==> src/rtl/output_sram_writer.sv <==
// output_sram_writer: arbitrates between NUM_BANKS vertex-buffer banks and
// streams the winner's 16-bit beats into the output SRAM. Each beat lands at
// Node_id*BEATS_PER_NODE + beat_idx.
// Build option: define OSW_ROUND_ROBIN_EN for round-robin arbitration.
// Without it, arbitration is fixed priority and the lowest bank index wins.
//
// Handshake (one rule for every bank):
//   - A bank raises req and holds it until it sees its req_grant bit.
//   - req_grant is a one-cycle pulse, high during the GRANT cycle.
//   - From that cycle onward, each cycle in which the winner drives
//     grant_valid=1 transfers exactly one beat. There is no backpressure.
//   - The stream ends on a beat with eos=1, or on the first cycle with
//     grant_valid=0. A grant_valid=0 seen in the GRANT cycle aborts the grant.

package output_sram_writer_pkg;
    localparam int NODE_ID_W = 8;

    typedef struct packed {
        logic                 req;
        logic                 grant_valid;
        logic                 sos;
        logic                 eos;
        logic [15:0]          data;
        logic [NODE_ID_W-1:0] node_id;
    } bank_req2req_output_sram_t;

    typedef enum logic [1:0] {
        ST_IDLE   = 2'd0,
        ST_GRANT  = 2'd1,
        ST_STREAM = 2'd2
    } osw_state_t;
endpackage

module output_sram_writer
    import output_sram_writer_pkg::*;
#(
    parameter int NUM_BANKS      = 4,
    parameter int BEATS_PER_NODE = 8,
    parameter int ADDR_W         = 10
) (
    input  logic                                       clk,
    input  logic                                       reset,
    input  bank_req2req_output_sram_t [NUM_BANKS-1:0]  bank_pkt,
    output logic [NUM_BANKS-1:0]                       req_grant,
    output logic                                       sram_wen,
    output logic [ADDR_W-1:0]                          sram_addr,
    output logic [15:0]                                sram_wdata,
    output logic                                       stream_done,
    output logic                                       overflow_err,
    output logic                                       busy,
    output logic [1:0]                                 fsm_state
);

    localparam int IDX_W = (NUM_BANKS > 1) ? $clog2(NUM_BANKS) : 1;
    localparam int CNT_W = $clog2(BEATS_PER_NODE + 1);
    localparam logic [CNT_W-1:0] BEAT_LIMIT = CNT_W'(BEATS_PER_NODE);

    osw_state_t                state;
    logic [IDX_W-1:0]          winner;
    logic [CNT_W-1:0]          beat_cnt;
    logic [NODE_ID_W-1:0]      node_q;
    logic                      done_pend;

    bank_req2req_output_sram_t win_pkt;
    logic                      arb_found;
    logic [IDX_W-1:0]          arb_idx;
    logic [IDX_W-1:0]          cand;

    logic                      cap_fire;
    logic [NODE_ID_W-1:0]      cap_node;
    logic [CNT_W-1:0]          cap_idx;
    logic                      cap_in_range;
    logic [ADDR_W-1:0]         cap_addr;

    // The request and start-of-stream flags of the winner carry no information
    // once the grant is issued.
    logic                      win_unused;
    assign win_unused = win_pkt.req ^ win_pkt.sos;

    assign fsm_state = state;

`ifdef OSW_ROUND_ROBIN_EN
    logic [IDX_W-1:0] rr_ptr;
    logic [IDX_W-1:0] rr_next;

    // Round-robin pick: the search starts at rr_ptr, which holds last winner + 1.
    always_comb begin
        arb_found = 1'b0;
        arb_idx   = '0;
        cand      = '0;
        for (int k = 0; k < NUM_BANKS; k++) begin
            cand = IDX_W'((int'(rr_ptr) + k) % NUM_BANKS);
            if (!arb_found && bank_pkt[cand].req) begin
                arb_found = 1'b1;
                arb_idx   = cand;
            end
        end
        rr_next = IDX_W'((int'(arb_idx) + 1) % NUM_BANKS);
    end

    // Advance the search start past the bank that was just granted.
    always_ff @(posedge clk or posedge reset) begin
        if (reset) begin
            rr_ptr <= '0;
        end else if (state == ST_IDLE && arb_found) begin
            rr_ptr <= rr_next;
        end
    end
`else
    // Fixed-priority pick: the lowest requesting bank index wins.
    always_comb begin
        arb_found = 1'b0;
        arb_idx   = '0;
        cand      = '0;
        for (int k = 0; k < NUM_BANKS; k++) begin
            cand = IDX_W'(k);
            if (!arb_found && bank_pkt[cand].req) begin
                arb_found = 1'b1;
                arb_idx   = cand;
            end
        end
    end
`endif

    // Only the registered winner's fields are ever looked at.
    always_comb begin
        win_pkt = bank_pkt[winner];
    end

    // Beat capture: beat 0 takes Node_id straight from the packet, later beats
    // use the latched copy. Address arithmetic wraps at ADDR_W bits.
    always_comb begin
        cap_fire     = ((state == ST_GRANT) || (state == ST_STREAM)) && win_pkt.grant_valid;
        cap_node     = (state == ST_GRANT) ? win_pkt.node_id : node_q;
        cap_idx      = (state == ST_GRANT) ? '0 : beat_cnt;
        cap_in_range = (cap_idx < BEAT_LIMIT);
        cap_addr     = ADDR_W'(cap_node) * ADDR_W'(BEATS_PER_NODE) + ADDR_W'(cap_idx);
    end

    // Control FSM with registered outputs. A write appears one cycle after its
    // beat is captured. stream_done follows the final write by one more cycle.
    always_ff @(posedge clk or posedge reset) begin
        if (reset) begin
            state        <= ST_IDLE;
            winner       <= '0;
            beat_cnt     <= '0;
            node_q       <= '0;
            done_pend    <= 1'b0;
            req_grant    <= '0;
            sram_wen     <= 1'b0;
            sram_addr    <= '0;
            sram_wdata   <= '0;
            stream_done  <= 1'b0;
            overflow_err <= 1'b0;
            busy         <= 1'b0;
        end else begin
            req_grant   <= '0;
            sram_wen    <= 1'b0;
            stream_done <= done_pend;
            done_pend   <= 1'b0;

            case (state)
                ST_IDLE: begin
                    if (arb_found) begin
                        winner    <= arb_idx;
                        req_grant <= NUM_BANKS'(1) << arb_idx;
                        state     <= ST_GRANT;
                        busy      <= 1'b1;
                    end
                end

                ST_GRANT: begin
                    if (win_pkt.grant_valid) begin
                        node_q   <= win_pkt.node_id;
                        beat_cnt <= CNT_W'(1);
                        if (win_pkt.eos) begin
                            state     <= ST_IDLE;
                            busy      <= 1'b0;
                            done_pend <= 1'b1;
                        end else begin
                            state <= ST_STREAM;
                        end
                    end else begin
                        // Winner backed out: nothing captured, nothing to report.
                        state <= ST_IDLE;
                        busy  <= 1'b0;
                    end
                end

                ST_STREAM: begin
                    if (win_pkt.grant_valid) begin
                        // The counter saturates so long streams stay out of range.
                        if (beat_cnt < BEAT_LIMIT) begin
                            beat_cnt <= beat_cnt + 1'b1;
                        end
                        if (win_pkt.eos) begin
                            state     <= ST_IDLE;
                            busy      <= 1'b0;
                            done_pend <= 1'b1;
                        end
                    end else begin
                        // The last write is already on the port this cycle.
                        state       <= ST_IDLE;
                        busy        <= 1'b0;
                        stream_done <= 1'b1;
                    end
                end

                default: begin
                    state <= ST_IDLE;
                    busy  <= 1'b0;
                end
            endcase

            if (cap_fire) begin
                if (cap_in_range) begin
                    sram_wen   <= 1'b1;
                    sram_wdata <= win_pkt.data;
                    sram_addr  <= cap_addr;
                end else begin
                    overflow_err <= 1'b1;
                end
            end
        end
    end

endmodule

==> config.mk <==
export PLATFORM = sky130hd
export DESIGN_NAME = output_sram_writer
export DESIGN_NICKNAME = d
export VERILOG_FILES = /design/src/rtl/output_sram_writer.sv
export SDC_FILE = /design/constraint.sdc
export NUM_CORES = 1
export LEC_CHECK = 0
export BUFFER_PORTS_ARGS = -buffer_cell sky130_fd_sc_hd__buf_2
export CORE_MARGIN = 10
export CORE_UTILIZATION = 26
export CTS_BUF_LIST = sky130_fd_sc_hd__clkbuf_8 sky130_fd_sc_hd__clkbuf_16
export DETAILED_ROUTE_END_ITERATION = 8
export SLEW_MARGIN = 20
export SYNTH_ARGS = -nofsm -noshare
export SYNTH_HDL_FRONTEND = slang
export SYNTH_SLANG_ARGS = --single-unit
==> constraint.sdc <==
create_clock -name clk -period 2.2 [get_ports clk]
set_input_delay 0 -clock clk [delete_from_list [all_inputs] [get_ports clk]]
set_output_delay 0 -clock clk [all_outputs]
set_load 0.02 [all_outputs]
==> impl_results.rst <==
.. list-table::
   :header-rows: 1

   * - Metric
     - Value
   * - Outcome
     - completed
   * - Count of warnings emitted by yosys
     - 0
   * - Lkg Pwr
     - 1.95 nW
   * - Fraction of synthesis flops using an asynchronous set or reset pin
     - 100%
   * - Cell count after placement
     - 512
   * - Synthesized area divided by synthesized cell count
     - 12.7 µm²
   * - First-pass GRT wire length
     - 14600 µm
   * - Actual slew at the worst max-slew pin
     - 0.642 ns
   * - Area growth from synthesis to layout
     - 37.6%
   * - Final Skew
     - 0.00564 ns
   * - Capture instance of the worst register-to-register path
     - sram_addr[9]
   * - Sinks on the clock net
     - 50
   * - TritonCTS clock tree
     - yes
   * - Launching element of the worst setup path
     - winner[1]
   * - Type of element capturing the critical path
     - flop
   * - Number of buffers inserted for hold repair after clock tree synthesis
     - 4
   * - Post-cts resize count
     - 0
   * - Slack of the worst reg-to-reg path
     - 0.15 ns
   * - Number of endpoints with negative hold slack in the final report
     - 0
   * - Capturing element of the worst setup path
     - sram_addr[9]
   * - Worst-Skew Late Latency
     - 0.29 ns
   * - Routed wirelength normalized by instance count
     - 16.9 µm
   * - Type of the setup path with the least slack
     - flop to flop
   * - Effective utilization at floorplan
     - 26.7%
   * - Tmin final
     - 2.05 ns
   * - Cell Count, Final, Fillers Out
     - 525
   * - Max Fanout on Critical Path
     - 7
   * - Commonest cells after routing, fill and taps aside
     - sky130_fd_sc_hd__buf_2 (141), sky130_fd_sc_hd__dfrtp_1 (49), sky130_fd_sc_hd__mux2_2 (25)
   * - Weighted congestion at the end of routability-driven global placement
     - 0.738
   * - Floorplan die height
     - 126 µm
   * - Root Buffer Master
     - sky130_fd_sc_hd__clkbuf_16
   * - Launching point of the worst reg2reg path
     - winner[1]
   * - H-Tree Depth
     - 2
   * - EDFF count, synth
     - 0
   * - Power density of the placed cells
     - 1400 nW/µm²
   * - Share of final-layout standard cells stronger than drive strength 1
     - 58.3%
   * - Unrepaired setup endpoints after global routing
     - no
   * - Pin count of the biggest net entering global routing
     - 35
   * - Total global-route track usage
     - 11.2%
   * - Top post-synthesis cells by area
     - sky130_fd_sc_hd__dfrtp_1 (43%), sky130_fd_sc_hd__mux4_2 (18%), sky130_fd_sc_hd__mux2_2 (9.6%), sky130_fd_sc_hd__nand2_1 (3.1%), sky130_fd_sc_hd__ha_1 (3.0%)
   * - Post CTS Setup Buffer Count
     - 0
   * - Depth of the worst register-to-register path
     - 7
   * - Die width
     - 126 µm
   * - Share of the cycle needed by the critical path after routing
     - 93.4%
   * - # DRC
     - 0
   * - Flip-flop and latch count after synthesis
     - 50
   * - First-iteration detailed-routing DRC count
     - 41
   * - Grt total ovfl
     - 0
   * - Cell accounting for the most synthesized area
     - sky130_fd_sc_hd__dfrtp_1
   * - Final layout net count
     - 504
   * - Slew Viols, Final
     - 0
   * - Post-detailed-routing wire length
     - 8870 µm
   * - Smallest setup slack after layout
     - 0.146 ns
   * - Number of vias after detailed routing
     - 2426
   * - IO Count
     - 150
   * - HPWL after detailed placement
     - 7500 µm
   * - Core area
     - 10900 µm²
   * - Initial antenna violation count
     - 1
   * - Pre-CTS WS
     - 0.143 ns
   * - Hold crit path type
     - input pin to flop
   * - Clock tree buffer depth
     - 2
   * - Number of optimization iterations in the first detailed-route pass
     - 4
   * - Number of global-route vias before repair
     - 2855
   * - Setup_tns
     - 0 ns
   * - Cell area after synthesis
     - 2920 µm²
   * - Number of violations of the max-capacitance limit
     - 0
   * - Number of standard-cell rows in the floorplan
     - 38
   * - Buffers on Ports
     - 141
   * - Number of failing setup endpoints in the final timing report
     - 0
   * - Worst Setup Start Kind
     - flop
   * - Post-synthesis sequential area ratio
     - 42.8%
   * - Fraction of synthesized cell area taken by the top area cell type
     - 42.8%
   * - Clock-pin slew on the worst setup and hold paths
     - 0.07 ns
   * - Antenna viol nets, final
     - 0
   * - Required time worst endpoint
     - 2.39 ns
   * - F_max
     - 487 MHz
   * - Arrival time of data at the critical path endpoint
     - 2.25 ns
   * - Unique cell type count in the Yosys netlist
     - 46
   * - Max IR drop VDD
     - 0.465 mV
   * - Worst slew margin
     - 57.1%
   * - Number of CTS-inserted buffers
     - 5
   * - Synthesized netlist cell count
     - 230
   * - Total Die Area
     - 15900 µm²
   * - Commonest non-fill, non-tap cell in the layout
     - sky130_fd_sc_hd__buf_2
   * - Primary flip-flop cell chosen by synthesis mapping
     - sky130_fd_sc_hd__dfrtp_1
   * - Post-synthesis net count
     - 351
   * - Post-DR vias/cell
     - 4.62
==> synthesized netlist by cell type, types with 3 or more instances <==
master	n
sky130_fd_sc_hd__nand2_1	24
sky130_fd_sc_hd__mux2i_1	5
sky130_fd_sc_hd__o21ai_0	10
sky130_fd_sc_hd__ha_1	7
sky130_fd_sc_hd__o21bai_1	3
sky130_fd_sc_hd__a21oi_1	9
sky130_fd_sc_hd__mux4_2	23
sky130_fd_sc_hd__mux2_2	25
sky130_fd_sc_hd__dfrtp_1	50
sky130_fd_sc_hd__buf_4	6
sky130_fd_sc_hd__and3_1	4
sky130_fd_sc_hd__nand2b_1	4
sky130_fd_sc_hd__nor2_1	9
sky130_fd_sc_hd__inv_1	10
sky130_fd_sc_hd__and2_1	3
==> registers in the layout, indices dropped and copies added (netlist names) <==
name and count:
sram_wdata 16, sram_addr 10, node_q 7, beat_cnt 4
req_grant 4, fsm_state 2, winner 2, busy 1
done_pend 1, overflow_err 1, sram_wen 1, stream_done 1
==> worst min-delay path by stage <==
stage                     cells after the start     startpoint            end
after detailed placement                      2          reset  sram_wdata[8]
final                                         2  bank_pkt[111]   req_grant[3]
after global routing                          2  bank_pkt[111]   req_grant[3]
after global placement                        2          reset  sram_wdata[8]
after CTS                                     2  bank_pkt[111]   req_grant[3]
after floorplan                               1   bank_pkt[27]   req_grant[1]
==> report_power, final <==
group / switching (mW) / internal, mW
Clock: 0.330 / 0.447
Sequential: 0.231 / 1.33
Combinational: 1.68 / 1.61
Total: 2.24 / 3.39
==> kinds of logic after synthesis <==
| kind of cell | after synthesis | synth area share, % |
|---|---|---|
| buffers and inverters | 21 | 4.07 |
| xor gates and xnor gates | 2 | 0.599 |
| adders and majority gates | 7 | 3.00 |
| muxes | 55 | 30.5 |
| DFF | 50 | 42.8 |
| AOI/OAI and AO/OA | 37 | 9.03 |
| and+or+nand+nor | 58 | 10.0 |
==> worst max-delay path, cell delays in order, from the launching register on <==
cell,delay (ns)
sky130_fd_sc_hd__dfrtp_1,0.55
sky130_fd_sc_hd__mux4_2,0.37
sky130_fd_sc_hd__mux2_2,0.29
sky130_fd_sc_hd__ha_2,0.19
sky130_fd_sc_hd__ha_2,0.21
sky130_fd_sc_hd__nand2_1,0.08
sky130_fd_sc_hd__nor3_1,0.06
sky130_fd_sc_hd__o31ai_2,0.22
==> stage by stage <==
step           hold slack (ns)  utilization (%)  instance area, µm²  total power, mW
3_3_place_gp             0.132             35.0                3830             4.85
3_5_place_dp             0.143             35.0                3830             4.94
2_1_floorplan           0.0708                -                2940             4.03
6_report                0.0268             36.8                4020             5.63
4_1_cts                 0.0178             36.8                4020             5.76
5_1_grt                 0.0382             36.8                4020             6.13
==> cell type report <==
type / count / area (µm²)
Multi-Input combinational cell: 159 / 1560
Sequential cell: 50 / 1250
Tap cell: 140 / 175
Clock inverter: 2 / 8.76
Fill cell: 1118 / 6910
Timing Repair Buffer: 157 / 848
Clock buffer: 6 / 139
Antenna cell: 1 / 2.50
Inverter: 10 / 37.5
==> metal layers <==
metal  track usage, %  up-vias  part of all wire, %
met2             20.4       86                   53
met1             11.9     1175                   38
met4             3.15        0                  1.5
met5                0        -                    0
li1                 -     1159                    -
met3             4.15        6                  6.8
Power figures use the tool's default switching activity.
